### config.mk
export PLATFORM = sky130hd
export DESIGN_NAME = rs_issue_ctrl
export DESIGN_NICKNAME = d
export VERILOG_FILES = /design/src/rtl/rs_issue_ctrl_pkg.sv /design/src/rtl/req_arbiter.sv /design/src/rtl/rs_issue_ctrl.sv
export SDC_FILE = /design/constraint.sdc
export NUM_CORES = 1
export LEC_CHECK = 0
export BUFFER_PORTS_ARGS = -buffer_cell sky130_fd_sc_hd__buf_2
export CAP_MARGIN = 25
export CORE_MARGIN = 2
export CORE_UTILIZATION = 48
export DETAILED_ROUTE_END_ITERATION = 8
export MAX_ROUTING_LAYER = met4
export PLACE_DENSITY_LB_ADDON = 0.1
export SLEW_MARGIN = 20
export SYNTH_ARGS = -nofsm -noshare
export SYNTH_HDL_FRONTEND = slang
export SYNTH_SLANG_ARGS = --single-unit
### constraint.sdc
create_clock -name i_clk -period 2.55 [get_ports i_clk]
set_input_delay 0.6375 -clock i_clk [delete_from_list [all_inputs] [get_ports i_clk]]
set_output_delay 0.6375 -clock i_clk [all_outputs]
set_load 0.005 [all_outputs]
### src/rtl/rs_issue_ctrl_pkg.sv
// Shared constants for the reservation-station issue control.
// Sizing defaults used by the RS allocation and issue logic.
package rs_issue_ctrl_pkg;

    localparam int DP_NUM_WIDTH   = 2;
    localparam int TAG_WIDTH_DEF  = 6;
    localparam int RS_ENT_NUM_DEF = 2;
    localparam int RS_ENT_SEL_DEF = 1;

endpackage

### src/rtl/req_arbiter.sv
// Fixed-priority arbiter: grants the lowest-index active request.
// Combinational; o_ack_sel is 0 when nothing is requested.
module req_arbiter #(
    parameter int REQ_NUM = 2,
    parameter int ACK_SEL = 1
) (
    input  logic [REQ_NUM-1:0] i_req,
    output logic               o_ack_vld,
    output logic [ACK_SEL-1:0] o_ack_sel
);

    always_comb begin
        o_ack_vld = |i_req;
        o_ack_sel = '0;
        for (int i = REQ_NUM - 1; i >= 0; i--) begin
            if (i_req[i]) o_ack_sel = ACK_SEL'(i);
        end
    end

endmodule

### src/rtl/rs_issue_ctrl.sv
// Reservation-station entry tracking, CDB wakeup and issue offer
// with a hold lock so a stalled offer never changes its index.
module rs_issue_ctrl
    import rs_issue_ctrl_pkg::*;
#(
    parameter int RS_ENT_NUM = RS_ENT_NUM_DEF,
    parameter int RS_ENT_SEL = RS_ENT_SEL_DEF,
    parameter int TAG_WIDTH  = TAG_WIDTH_DEF
) (
    input  logic                  i_clk,
    input  logic                  i_rst,
    input  logic                  i_flush,
    input  logic                  i_alloc_vld_1,
    input  logic                  i_alloc_vld_2,
    input  logic [RS_ENT_SEL-1:0] i_alloc_sel_1,
    input  logic [RS_ENT_SEL-1:0] i_alloc_sel_2,
    input  logic [TAG_WIDTH-1:0]  i_src1_tag_1,
    input  logic [TAG_WIDTH-1:0]  i_src2_tag_1,
    input  logic [TAG_WIDTH-1:0]  i_src1_tag_2,
    input  logic [TAG_WIDTH-1:0]  i_src2_tag_2,
    input  logic                  i_src1_rdy_1,
    input  logic                  i_src2_rdy_1,
    input  logic                  i_src1_rdy_2,
    input  logic                  i_src2_rdy_2,
    input  logic                  i_cdb_vld,
    input  logic [TAG_WIDTH-1:0]  i_cdb_tag,
    output logic [RS_ENT_NUM-1:0] o_busy_vec,
    output logic                  o_issue_vld,
    output logic [RS_ENT_SEL-1:0] o_issue_sel,
    input  logic                  i_issue_rdy
);

    logic [RS_ENT_NUM-1:0] busy_q, busy_d;
    logic [RS_ENT_NUM-1:0] rdy1_q, rdy1_d;
    logic [RS_ENT_NUM-1:0] rdy2_q, rdy2_d;
    logic [TAG_WIDTH-1:0]  tag1_q [RS_ENT_NUM];
    logic [TAG_WIDTH-1:0]  tag2_q [RS_ENT_NUM];
    logic                  lock_q, lock_d;
    logic [RS_ENT_SEL-1:0] lsel_q, lsel_d;

    logic [RS_ENT_NUM-1:0] elig;
    logic                  arb_vld;
    logic [RS_ENT_SEL-1:0] arb_sel;

    assign elig = busy_q & rdy1_q & rdy2_q;

    req_arbiter #(
        .REQ_NUM (RS_ENT_NUM),
        .ACK_SEL (RS_ENT_SEL)
    ) u_arb (
        .i_req     (elig),
        .o_ack_vld (arb_vld),
        .o_ack_sel (arb_sel)
    );

    assign o_busy_vec  = busy_q;
    assign o_issue_vld = lock_q | arb_vld;
    assign o_issue_sel = lock_q ? lsel_q : arb_sel;

    always_comb begin
        busy_d = busy_q;
        rdy1_d = rdy1_q;
        rdy2_d = rdy2_q;
        lock_d = lock_q;
        lsel_d = lsel_q;
        for (int i = 0; i < RS_ENT_NUM; i++) begin
            if (i_cdb_vld && busy_q[i]) begin
                if (tag1_q[i] == i_cdb_tag) rdy1_d[i] = 1'b1;
                if (tag2_q[i] == i_cdb_tag) rdy2_d[i] = 1'b1;
            end
        end
        // Allocation sees the same-cycle broadcast so no wakeup is lost
        if (i_alloc_vld_1) begin
            busy_d[i_alloc_sel_1] = 1'b1;
            rdy1_d[i_alloc_sel_1] = i_src1_rdy_1 |
                (i_cdb_vld && i_cdb_tag == i_src1_tag_1);
            rdy2_d[i_alloc_sel_1] = i_src2_rdy_1 |
                (i_cdb_vld && i_cdb_tag == i_src2_tag_1);
        end
        if (i_alloc_vld_2) begin
            busy_d[i_alloc_sel_2] = 1'b1;
            rdy1_d[i_alloc_sel_2] = i_src1_rdy_2 |
                (i_cdb_vld && i_cdb_tag == i_src1_tag_2);
            rdy2_d[i_alloc_sel_2] = i_src2_rdy_2 |
                (i_cdb_vld && i_cdb_tag == i_src2_tag_2);
        end
        if (o_issue_vld) begin
            if (i_issue_rdy) begin
                busy_d[o_issue_sel] = 1'b0;
                rdy1_d[o_issue_sel] = 1'b0;
                rdy2_d[o_issue_sel] = 1'b0;
                lock_d              = 1'b0;
            end else begin
                lock_d = 1'b1;
                lsel_d = o_issue_sel;
            end
        end
        if (i_flush) begin
            busy_d = '0;
            rdy1_d = '0;
            rdy2_d = '0;
            lock_d = 1'b0;
            lsel_d = '0;
        end
    end

    always_ff @(posedge i_clk or posedge i_rst) begin
        if (i_rst) begin
            busy_q <= '0;
            rdy1_q <= '0;
            rdy2_q <= '0;
            lock_q <= 1'b0;
            lsel_q <= '0;
        end else begin
            busy_q <= busy_d;
            rdy1_q <= rdy1_d;
            rdy2_q <= rdy2_d;
            lock_q <= lock_d;
            lsel_q <= lsel_d;
        end
    end

    // Tags are only meaningful while busy, so they carry no reset
    always_ff @(posedge i_clk) begin
        if (i_alloc_vld_1) begin
            tag1_q[i_alloc_sel_1] <= i_src1_tag_1;
            tag2_q[i_alloc_sel_1] <= i_src2_tag_1;
        end
        if (i_alloc_vld_2) begin
            tag1_q[i_alloc_sel_2] <= i_src1_tag_2;
            tag2_q[i_alloc_sel_2] <= i_src2_tag_2;
        end
    end

    always @(posedge i_clk) begin
        if (!i_rst) begin
            if (i_alloc_vld_1) assert (!busy_q[i_alloc_sel_1]);
            if (i_alloc_vld_2) assert (!busy_q[i_alloc_sel_2]);
            if (i_alloc_vld_1 && i_alloc_vld_2)
                assert (i_alloc_sel_1 != i_alloc_sel_2);
        end
    end

endmodule
* Word level (Yosys, flattened, before mapping)
Memories as Yosys holds them, arrays and structs flattened.
Cells that the tools add are included.
** Storage, ports and cells
- Flip-flop bits (word level) :: 8
- RAM bits :: 24
- Memories kept :: 2
- Bits of input ports :: 43
** Cells by class
- Bitwise logic cells :: 13
- Reduce and logical (&&, ||, !) cells :: 12
- $lt $le $gt $ge :: 6
- Eq/ne operators :: 9
- Mux-type cells :: 46
** Memories
- tag1_q :: depth 2, bits a word 6, read ports 2, clocked after Yosys merged registers in 0, wr ports 2, RTL line rs_issue_ctrl.sv:36 : logic [TAG_WIDTH-1:0] tag1_q [RS_ENT_NUM];
- tag2_q :: depth 2, bits a word 6, read ports 2, clocked after Yosys merged registers in 0, wr ports 2, RTL line rs_issue_ctrl.sv:37 : logic [TAG_WIDTH-1:0] tag2_q [RS_ENT_NUM];
** Operator list (number)
- $eq A6 B6 Y1 :: 8
- $mux W2 :: 15
- $mux W1 :: 24
- $and A2 B2 Y2 :: 5
- $logic_and A1 B1 Y1 :: 9
- $bwmux W2 :: 4
- $lt A1 B2 Y1 const B :: 3
- $or A1 B1 Y1 :: 5
- $or A2 B2 Y2 :: 2
- $demux W1 S1 :: 3
- $ge A1 B1 Y1 const B :: 3
- $ne A2 B2 Y1 const B :: 1
- $not A2 Y2 :: 1
- $reduce_and A2 Y1 :: 1
- $reduce_bool A2 Y1 :: 1
- $reduce_or A2 Y1 :: 1

* Depth between registers and ports, before layout
- Depth after elaboration :: 14
- Depth in mapped cells :: 6
- Gate-level depth less buffers :: 5

* Hierarchy
A second synthesis with hierarchy kept.
** Second synthesis, totals
- Cell total of the unflattened synthesis :: 198
- Area, all modules :: 2073.2 µm²
** By module, submodules not included
- rs_issue_ctrl :: area each 2060.7 µm², seq. area each 920.9 µm², cells an instance 196, times used 1
- req_arbiter :: area each 12.5 µm², seq. area each 0.0 µm², cells an instance 2, times used 1

* Least setup slack after synthesis
OpenSTA, ideal clock, no wires.
- Path kind :: input port to flip-flop
- Start point :: input i_cdb_tag[0]
- End point :: register rdy1_q[0]
- Slack :: 0.662 ns
- Library setup time :: 0.082 ns
- Cell stages on the path :: 6
- Data arrival time :: 1.805 ns
- Path through :: buf_4 -> xor2_1 -> or4_4 -> nor4_2 -> o32ai_1 -> o22ai_1
** Between the ends
- Cells in the longest elaborated chain, start to end :: 11
- Elaborated cells between the ends (all ways) :: 17
** RTL lines
- start, declared :: RTL line rs_issue_ctrl.sv:26 : input logic [TAG_WIDTH-1:0] i_cdb_tag,
- $eq A6 B6 Y1 (on tied branches) :: RTL line rs_issue_ctrl.sv:68, rs_issue_ctrl.sv:76
- $mux W1 / $logic_and A1 B1 Y1 (equally long branches) :: RTL line rs_issue_ctrl.sv:68, rs_issue_ctrl.sv:76
- $mux W1 / $or A1 B1 Y1 (equally long branches) :: RTL line rs_issue_ctrl.sv:67, rs_issue_ctrl.sv:75
- $bwmux W2 :: RTL line rs_issue_ctrl.sv:75 : rdy1_d[i_alloc_sel_1] = i_src1_rdy_1 |
- $mux W2 :: RTL line rs_issue_ctrl.sv:73 : if (i_alloc_vld_1) begin
- $bwmux W2 :: RTL line rs_issue_ctrl.sv:82 : rdy1_d[i_alloc_sel_2] = i_src1_rdy_2 |
- $mux W2 (*) :: RTL line rs_issue_ctrl.sv:80 : if (i_alloc_vld_2) begin
- $and A2 B2 Y2 (no line)
- $mux W2 :: RTL line rs_issue_ctrl.sv:88 : if (i_issue_rdy) begin
- $mux W2 (*) :: RTL line rs_issue_ctrl.sv:87 : if (o_issue_vld) begin
- $mux W2 (*) :: RTL line rs_issue_ctrl.sv:98 : if (i_flush) begin
- net rdy1_d[0] :: RTL line rs_issue_ctrl.sv:34 : logic [RS_ENT_NUM-1:0] rdy1_q, rdy1_d;
- end signal, assigned :: RTL line rs_issue_ctrl.sv:116 : rdy1_q <= rdy1_d;
- end, declared :: RTL line rs_issue_ctrl.sv:34
Mark *: on every way through the listed nets, which the timed path passes. The rest lies on a longest branch.
A chain may end at the register's enable or synchronous reset.

* Worst setup path after layout
- Start point :: register busy_q[0], in the netlist o_busy_vec[0]
- End point :: output o_issue_sel
** Between the ends
- Cells in the longest elaborated chain, start to end :: 4
** RTL lines
- start, declared :: RTL line rs_issue_ctrl.sv:33 : logic [RS_ENT_NUM-1:0] busy_q, busy_d;
- start signal, assigned :: RTL line rs_issue_ctrl.sv:115 : busy_q <= busy_d;
- $and A2 B2 Y2 (2 in series) :: RTL line rs_issue_ctrl.sv:45 : assign elig = busy_q & rdy1_q & rdy2_q;
- $mux W1 :: RTL line req_arbiter.sv:16 : if (i_req[i]) o_ack_sel = ACK_SEL'(i);
- $mux W1 :: RTL line rs_issue_ctrl.sv:58 : assign o_issue_sel = lock_q ? lsel_q : arb_sel;
- end, declared :: RTL line rs_issue_ctrl.sv:29 : output logic [RS_ENT_SEL-1:0] o_issue_sel,
No other way between the ends.

==> impl_results.md <==
* Starting density of the core at 0.505
* Top-Level Pins at 47
* 1st-iter DRT viols at 97
* 1st-pass router iterations at 4
* Peak VDD IR at between 0.0003 and 0.0004 V
* DRC viols at 0
* I/O Buffers at 46
* Row count at 23
* Critical Path Fanout Max at 5
* Sequential element share of the synthesized area at 0.453
* Global route overflow at 0
* Syn Area/Cell at 10.4 µm²
* Rel. slew slack at 0.650
* Max-Cap Viols at 0
* Largest delay share family, worst path: compound AO/OA/AOI/OAI gates
* Vias in the first global route at between 1,500 and 2,000
* Later-pin clock latency in the skew report at around 0.29 ns
* # H-tree levels at 2
* Largest net degree at the start of global routing at 16
* Die Ht at approximately 69 µm
* WP buf/inv at 1
* Area added between synthesis and finish at 17.3%
* Die ar. at around 0.0048 mm²
* Count of cell types in the netlist at 33
* CP endpoint kind: output pin
* Setup Fix Bufs, Post-CTS at 0
* Synthesized flop and latch total at 32
* Vias post-DR at around 1,600
* Core area at 0.00403 mm²
* Lkg Pwr at around 1.0 nW
* CTS tree: yes
* Startpoint types: register
* Post-synth EDFFs at 24
* Pwr Density at ~540 mW/mm²
* Post-route minimum period at approximately 2 ns
* Die Width at roughly 70 µm
* CP cell instances: a31o_2, o21ai_0, buf_2
* CP Depth at 3
* Final Hold Vio Count at 0
* Most frequent cells in the layout: nand2_1, buf_2, xor2_1, edfxtp_1
* Root Buffer: clkbuf_8
* Dpl hpwl at around 3.7 mm
* HP Class: in -> async
* Clk buf depth at 2
* R2R depth at 5
* Run status: complete, no violations
* Commonest non-fill, non-tap cell in the layout: nand2_1
* Fillers at approximately 380
* CP peak stage delay at approximately 0.44 ns
* Vias per std cell at 5.46
* Layout cells sized above 1 at 0.298
* Setup TNS at 0 ns
* Total track usage at 0.227
* Gate Count Post-Synth at approximately 200
* WL per Instance at between 15 and 20 µm
* Setup violators final at 0
* Post-CTS Hold Buffers at 0
* Post-Synthesis Net Count at roughly 240
* Final core utilization at 0.592
* Worst-margin pin slew at approximately 0.52 ns
* Clock-pin slew on the worst setup and hold paths at around 0.07 ns
* ANT nets after route at 0
* Crit path DAT at ~1.4 ns
* TritonCTS buffer count at 5
* Area of the multi-input gates at 0.00105 mm²
* Highest Clock Rate at roughly 490 MHz
* WS Path Type: reg -> out
* Initial antenna violation count at 0
* Max Slew Vio Count at 0
* Period utilization at 0.804
* Antenna cells at 0
* Sequential Area at roughly 900 µm²
* Ys Warns at 0
* Post-CTS resize count at 0
* Final net count at about 290
* Synthesized area at ~0.0020 mm²
* RSZ-0062 raised after global routing: no
* Worst EP required at 1.91 ns
* Synth Flop Type: edfxtp_1
* Share of flip-flops with an asynchronous set or reset at 0.250
* First-pass GRT wire length at between 8 and 9 mm
* Final wirelength at roughly 5.0 mm
* Slowest-stage cell, CP: dfrtp_1
* Final Wtd Congestion at roughly 0.93
* CTS Sinks at 32
* Clock Skews at around 0.010 ns
==> metrics by stage <==
stage | cell area, µm² | setup WS, ns | instances | total power, mW | hold WS, ns
global placement | 2310 | 0.551 | 287 | 0.924 | 0.510
CTS | 2390 | 0.499 | 295 | 1.29 | 0.296
finish | 2390 | 0.499 | 295 | 1.29 | 0.287
floorplan | 2030 | 0.662 | 195 | 0.820 | 0.453
detailed placement | 2310 | 0.519 | 287 | 0.925 | 0.519
global route | 2390 | 0.416 | 295 | 1.35 | 0.320
==> cell families after synthesis <==
logic type,count (synthesis),synth area share
muxes,13,0.0713
and+or+nand+nor,74,0.173
DFF,32,0.453
AOI/OAI and AO/OA,18,0.0658
xor gates and xnor gates,48,0.207
buffers and inverters,10,0.0307
==> synthesized netlist by cell type, types with 2 or more instances <==
cell type / n / area share
dfrtp_1: 8 / 0.098
buf_2: 2 / 0.0049
o22ai_1: 3 / 0.0092
nand2b_1: 3 / 0.0092
o31ai_1: 3 / 0.011
mux2_2: 12 / 0.066
nand3_1: 2 / 0.0049
nand4_1: 4 / 0.012
nor4_1: 7 / 0.022
nand2_1: 47 / 0.087
a21oi_1: 2 / 0.0049
edfxtp_1: 24 / 0.35
xor2_1: 36 / 0.15
buf_6: 2 / 0.011
nor2b_1: 2 / 0.0061
a31oi_1: 2 / 0.0061
nor2_1: 3 / 0.0055
buf_4: 2 / 0.0074
nor3_1: 2 / 0.0049
xnor2_1: 12 / 0.052
o21a_1: 2 / 0.0074
clkbuf_1: 2 / 0.0037
a221o_1: 2 / 0.0098
nor4_2: 2 / 0.012
==> path summary, 6_finish.rpt <==
path,from,to,slack [ns]
max,o_busy_vec[0]$_DFF_PP0_,o_issue_sel,0.50
min,i_rst,rdy1_q[0]$_DFF_PP0_,0.29
max reg2reg,o_busy_vec[0]$_DFF_PP0_,rdy1_q[0]$_DFF_PP0_,0.94
min reg2reg,lsel_q$_DFFE_PP0P_,lsel_q$_DFFE_PP0P_,0.53
max in group asynchronous,i_rst,rdy2_q[0]$_DFF_PP0_,2.01
min in group i_clk,lsel_q$_DFFE_PP0P_,lsel_q$_DFFE_PP0P_,0.53
==> report_power, final <==
group          leakage, nW  switching (mW)  total (mW)  internal (mW)
Clock               0.0399           0.186       0.376          0.190
Combinational        0.645           0.149       0.263          0.114
Sequential           0.338          0.0274       0.652          0.624
==> layout make-up <==
cell class                 count  area share
timing repair buffer          51       0.112
clock inverter                 1     0.00157
clock buffer                   7      0.0320
tap                           50      0.0262
inverter                       1     0.00157
multi-input combinational    153       0.440
sequential                    32       0.386
==> sequential cells by signal (all words and copies together) (netlist names) <==
register / count
rdy2_q: 2
rdy1_q: 2
lsel_q: 1
o_busy_vec: 2
tag2_q: 12
tag1_q: 12
lock_q: 1
==> metal layers <==
layer / routed length [µm] / global-route usage
met5: 0 / -
met2: 2230 / 0.340
met4: 78 / 0.0806
met1: 2290 / 0.306
met3: 356 / 0.0482
Note: power is estimated with default switching activity, not from simulation.
